## config.mk

```make
export PLATFORM = sky130hd
export DESIGN_NAME = uart_rx_phy
export DESIGN_NICKNAME = d
export VERILOG_FILES = /design/src/rtl/uart_pkg.sv /design/src/rtl/uart_baud_tick.sv /design/src/rtl/uart_rx_phy.sv
export SDC_FILE = /design/constraint.sdc
export NUM_CORES = 1
export LEC_CHECK = 0
export CORE_UTILIZATION = 62
export DETAILED_ROUTE_END_ITERATION = 10
export DONT_BUFFER_PORTS = 1
export PLACE_DENSITY = 0.78
export SLEW_MARGIN = 20
export SYNTH_ARGS = -nofsm -noshare
export SYNTH_HDL_FRONTEND = slang
export SYNTH_SLANG_ARGS = --single-unit
```

## constraint.sdc

```tcl
create_clock -name clk -period 3.1 [get_ports clk]
set_input_delay 0.465 -clock clk [delete_from_list [all_inputs] [get_ports clk]]
set_output_delay 0.465 -clock clk [all_outputs]
set_load 0.01 [all_outputs]
```

## src/rtl/uart_pkg.sv

```systemverilog
// rtl/uart_pkg.sv - shared UART types, sample points and baud divider helper
package uart_pkg;

    typedef enum logic [2:0] {
        ST_IDLE,
        ST_START,
        ST_DATA,
        ST_STOP,
        ST_WAIT_HIGH
    } rx_state_t;

    localparam int OVERSAMPLE = 16;
    localparam int SAMPLE_LO  = 7;
    localparam int SAMPLE_MID = 8;
    localparam int SAMPLE_HI  = 9;

    // Truncated clocks-per-oversample-tick, never below 1 so the divider always ticks.
    function automatic int calc_div(input int clk_freq, input int baud);
        int q;
        q = clk_freq / (baud * OVERSAMPLE);
        return (q < 1) ? 1 : q;
    endfunction

endpackage

```

## src/rtl/uart_baud_tick.sv

```systemverilog
// rtl/uart_baud_tick.sv - oversample tick generator, held at zero while clr is high
module uart_baud_tick
    import uart_pkg::*;
#(
    parameter int CLK_FREQ  = 100_000_000,
    parameter int BAUD_RATE = 115_200
) (
    input  logic clk,
    input  logic rst,
    input  logic clr,
    output logic tick
);

    localparam int DIV = calc_div(CLK_FREQ, BAUD_RATE);
    localparam int CW  = (DIV > 1) ? $clog2(DIV) : 1;
    localparam logic [CW-1:0] CNT_LAST = CW'(DIV - 1);

    logic [CW-1:0] r_cnt;

    always_ff @(posedge clk) begin
        if (rst || clr) begin
            r_cnt <= '0;
        end else if (r_cnt == CNT_LAST) begin
            r_cnt <= '0;
        end else begin
            r_cnt <= r_cnt + 1'b1;
        end
    end

    assign tick = !clr && (r_cnt == CNT_LAST);

endmodule

```

## src/rtl/uart_rx_phy.sv

```systemverilog
// rtl/uart_rx_phy.sv - 8N1 UART receiver, 16x oversampled, 3-sample majority vote
module uart_rx_phy #(
    parameter int CLK_FREQ   = 100_000_000,
    parameter int BAUD_RATE  = 115_200,
    parameter int OVERSAMPLE = 16
) (
    input  logic       clk,
    input  logic       rst,
    input  logic       rx,
    output logic [7:0] rx_data,
    output logic       rx_ready,
    output logic       frame_err
);
    import uart_pkg::*;

    localparam logic [3:0] TC_LAST = 4'(OVERSAMPLE - 1);
    localparam logic [3:0] TC_LO   = 4'(SAMPLE_LO);
    localparam logic [3:0] TC_MID  = 4'(SAMPLE_MID);
    localparam logic [3:0] TC_HI   = 4'(SAMPLE_HI);

    rx_state_t  r_state;
    rx_state_t  w_next;
    logic       r_rx_m;
    logic       r_rx_s;
    logic [3:0] r_tcnt;
    logic [2:0] r_bit_idx;
    logic [7:0] r_shift;
    logic       r_smp_lo;
    logic       r_smp_mid;
    logic [7:0] r_data;
    logic       r_ready;
    logic       r_ferr;
    logic       w_clr;
    logic       w_tick;
    logic       w_decide;
    logic       w_vote;
    logic       w_ready_set;
    logic       w_ferr_set;

    uart_baud_tick #(
        .CLK_FREQ (CLK_FREQ),
        .BAUD_RATE(BAUD_RATE)
    ) u_baud_tick (
        .clk (clk),
        .rst (rst),
        .clr (w_clr),
        .tick(w_tick)
    );

    assign w_clr    = (r_state == ST_IDLE) || (r_state == ST_WAIT_HIGH);
    assign w_decide = w_tick && (r_tcnt == TC_HI);
    // Third sample is the live synchronised line at the decision tick.
    assign w_vote   = (r_smp_lo & r_smp_mid) | (r_smp_lo & r_rx_s) | (r_smp_mid & r_rx_s);

    always_comb begin
        w_next      = r_state;
        w_ready_set = 1'b0;
        w_ferr_set  = 1'b0;
        case (r_state)
            ST_IDLE: begin
                if (!r_rx_s) w_next = ST_START;
            end
            ST_START: begin
                if (w_decide) w_next = w_vote ? ST_IDLE : ST_DATA;
            end
            ST_DATA: begin
                if (w_decide && (r_bit_idx == 3'd7)) w_next = ST_STOP;
            end
            ST_STOP: begin
                if (w_decide) begin
                    w_ready_set = w_vote;
                    w_ferr_set  = !w_vote;
                    w_next      = w_vote ? ST_IDLE : ST_WAIT_HIGH;
                end
            end
            ST_WAIT_HIGH: begin
                if (r_rx_s) w_next = ST_IDLE;
            end
            default: w_next = ST_IDLE;
        endcase
    end

    always_ff @(posedge clk) begin
        if (rst) begin
            r_state   <= ST_IDLE;
            r_rx_m    <= 1'b1;
            r_rx_s    <= 1'b1;
            r_tcnt    <= '0;
            r_bit_idx <= '0;
            r_shift   <= '0;
            r_smp_lo  <= 1'b0;
            r_smp_mid <= 1'b0;
            r_data    <= '0;
            r_ready   <= 1'b0;
            r_ferr    <= 1'b0;
        end else begin
            r_state <= w_next;
            r_rx_m  <= rx;
            r_rx_s  <= r_rx_m;
            if (w_clr) begin
                r_tcnt <= '0;
            end else if (w_tick) begin
                r_tcnt <= (r_tcnt == TC_LAST) ? 4'd0 : r_tcnt + 4'd1;
            end
            if (w_tick && (r_tcnt == TC_LO))  r_smp_lo  <= r_rx_s;
            if (w_tick && (r_tcnt == TC_MID)) r_smp_mid <= r_rx_s;
            if (w_decide && (r_state == ST_START)) r_bit_idx <= '0;
            if (w_decide && (r_state == ST_DATA)) begin
                r_shift   <= {w_vote, r_shift[7:1]};
                r_bit_idx <= r_bit_idx + 3'd1;
            end
            if (w_ready_set) r_data <= r_shift;
            r_ready <= w_ready_set;
            r_ferr  <= w_ferr_set;
        end
    end

    assign rx_data   = r_data;
    assign rx_ready  = r_ready;
    assign frame_err = r_ferr;

endmodule

```

==> metrics.txt <==
Buffers on Ports=0; final worst path period share=between 50% and 60%; Die Area=slightly above 3000 um2; vias in the first global route=just over 1000; crit-path max cell delay=0.40 ns; Setup Skew=~0.013 ns; predominant post-synthesis flop cell=dfxtp_1; Setup violations, final=0; # H-tree levels=2; Filler cells=200; CP startpoint kind=flip-flop; Post-synth EDFFs=0; Yosys reg bits=38; count leader, synth=dfxtp_1; Post-Syn Instances=174; DRT iter0 DRCs=28; synth cell count leaders=38 x dfxtp_1, 33 x nor2_1, 20 x mux2i_1; total CTS buffers=5; hold_buf cts=0; GP Congestion=approximately 0.73; Seq pwr share=between 60% and 70%; Sw Pwr=between 150 and 200 uW; detailed placement HPWL=about 1.9 mm; FP Rows=18; share of cells above drive strength 1=between 9 and 10%; die width=between 50 and 60 um; Sw Share=between 20% and 30%; clock root cell=clkbuf_4; Hold WC Path Type=in2reg; measured slew at the worst slew-check pin=between 0.3 and 0.4 ns; FFs w/ async S/R, synth=0%; final setup TNS=0 ns; area delta synth->final=0.575%; slowest CP cell=dfxtp_1; GRT Overall Usage=roughly a fifth; outcome=finished, final reports clean; RSZ-0062 raised after global routing=no; GR Overflow Total=0; final hold violation count=0; worst path cell trace=ha_1 > and4b_1 > and3_4 > mux2i_1 > nor2_1; CTS tree=yes; Seq/Total Area, Yosys=43.7%; post-CTS setup repair buffer count=0; CP top delay family=simple AND/OR/NAND/NOR gates; clk slew on worst S/H paths=approximately 0.12 ns; worst path buffer plus inverter count=0; worst path arrival time=roughly 2.1 ns; nets=181; top cell type's share of synthesized area=43.7%; Resized cells post-CTS=0; die height=55.0 um; Max IR drop VDD=approximately 0.00053 V; leakage power=~0.75 nW; Tmin final=around 1.8 ns; Logic pwr share=between 1.5 and 2%; Post-Place Worst Slack=1.29 ns; Initial Util=between 60 and 70%; largest net degree at the start of global routing=29; Req. time, crit path=3.36 ns; Worst Setup Slack, final=~1.3 ns; Worst Setup End Kind=flip-flop; I/O Pins=13; power density cells=around 450 nW/um2; clock tree buffer depth=2; Rel. slew slack=between 70% and 80%; count of pins over their slew limit=0; 1st-pass router iterations=4; Detail Route Antenna Nets=0; maximum clock rate=552 MHz; Netlist cell types=44; clock sink count=38; DRC viols=0; diodes inserted=0; main area contributors after synthesis=dfxtp_1 44%, mux2i_1 12%, nor2_1 7.1%; CP max FO=11; via count=1171; final WL=about 2.7 mm; later-pin clock latency in the skew report=around 0.35 ns; Via density=roughly 5.8; Clock power frac=roughly a third; cell-internal power=approximately 610 uW; Syn Area/Cell=about 10 um2; Ys Warns=0; max-cap violation count=0; post-synthesis instance area=1740 um2; global-route wire length before repair=between 4 and 5 mm; Yosys top cell by area=dfxtp_1; Syn Nets=approximately 180; initial antenna violation count=0; crit path kind=reg2reg; detailed-route wire length per cell=around 13 um; Core Region=~2600 um2
through the flow:
stage	hold slack [ns]	power, mW	std cells	instance area (um2)	utilization (%)
3_3_place_gp	0.403	0.522	194	1690	65.7
6_report	0.164	0.783	202	1750	68.2
5_1_grt	0.146	0.815	202	1750	68.2
3_5_place_dp	0.401	0.523	194	1690	65.7
2_1_floorplan	0.389	0.528	174	1740	-
4_1_cts	0.149	0.793	202	1750	68.2
kinds of logic after synthesis:
family	after synthesis	share of synthesized area (%)
simple gates	68	21.6
flops	38	43.7
compound gates	20	8.48
mux	20	11.5
buf+inv	14	6.11
fa+ha+maj	8	5.61
xor+xnor	6	3.02
state kept, by name (all words and copies together) (netlist names):
name and cells:
r_smp_mid 1, r_tcnt 4, rx_ready 1, u_baud_tick.r_cnt 6, r_shift 8, r_bit_idx 3, r_smp_lo 1, frame_err 1
r_rx_s 1, rx_data 8, r_state 3, r_rx_m 1
routing by layer:
metal | global-route usage (%) | vias to the layer above | share of wire (%) | wire length, um
li1 | - | 594 | - | -
met1 | 26.7 | 553 | 48 | 1290
met2 | 29.9 | 16 | 46 | 1240
met3 | 6.28 | 8 | 3.3 | 89
met4 | 12.5 | 0 | 2.2 | 60
met5 | 0 | - | 0 | 0
worst paths after layout:
kind	from	end	slack [ns]	cells after the start
max	u_baud_tick.r_cnt[0]	r_shift[3]	1.29	5
min reg2reg	r_rx_m	r_rx_s	0.43	1
max reg2reg	u_baud_tick.r_cnt[0]	r_shift[3]	1.29	5
min	rst	r_shift[0]	0.16	1
cells in the final DEF, fill, tap and decap left out, types with 2 or more instances in the layout:
master / netlist / layout
dfxtp_1: 38 / 38
nor2_1: 33 / 33
mux2i_1: 20 / 20
ha_1: 7 / 7
nand3_1: 6 / 6
nand2_1: 5 / 5
clkbuf_4: 1 / 5
inv_1: 4 / 4
xor2_1: 4 / 4
a21oi_1: 4 / 4
and4b_1: 3 / 3
and3b_1: 3 / 3
nand4_1: 3 / 3
o21ai_0: 3 / 3
a21o_1: 2 / 2
a211oi_1: 2 / 2
xnor2_1: 2 / 2
a22oi_1: 2 / 2
or2_2: 2 / 2
power groups by stage:
| stage | clock network, mW | logic [mW] | registers [mW] |
|---|---|---|---|
| finish | 0.272 | 0.0150 | 0.497 |
| CTS | 0.281 | 0.0153 | 0.497 |
| global placement | 0 | 0.0147 | 0.507 |
| floorplan | 0 | 0.0235 | 0.504 |
| global route | 0.301 | 0.0170 | 0.498 |
| detailed placement | 0 | 0.0152 | 0.508 |
area by class of cell:
cell class,instances,area (um2),area share (%)
Clock buffer,6,51.3,2.93
Inverter,4,15.0,0.858
Tap cell,30,37.5,2.14
Clock inverter,2,12.5,0.715
Sequential cell,38,761,43.5
Multi-Input combinational cell,122,873,49.9
(Power assumes the default switching activity.)
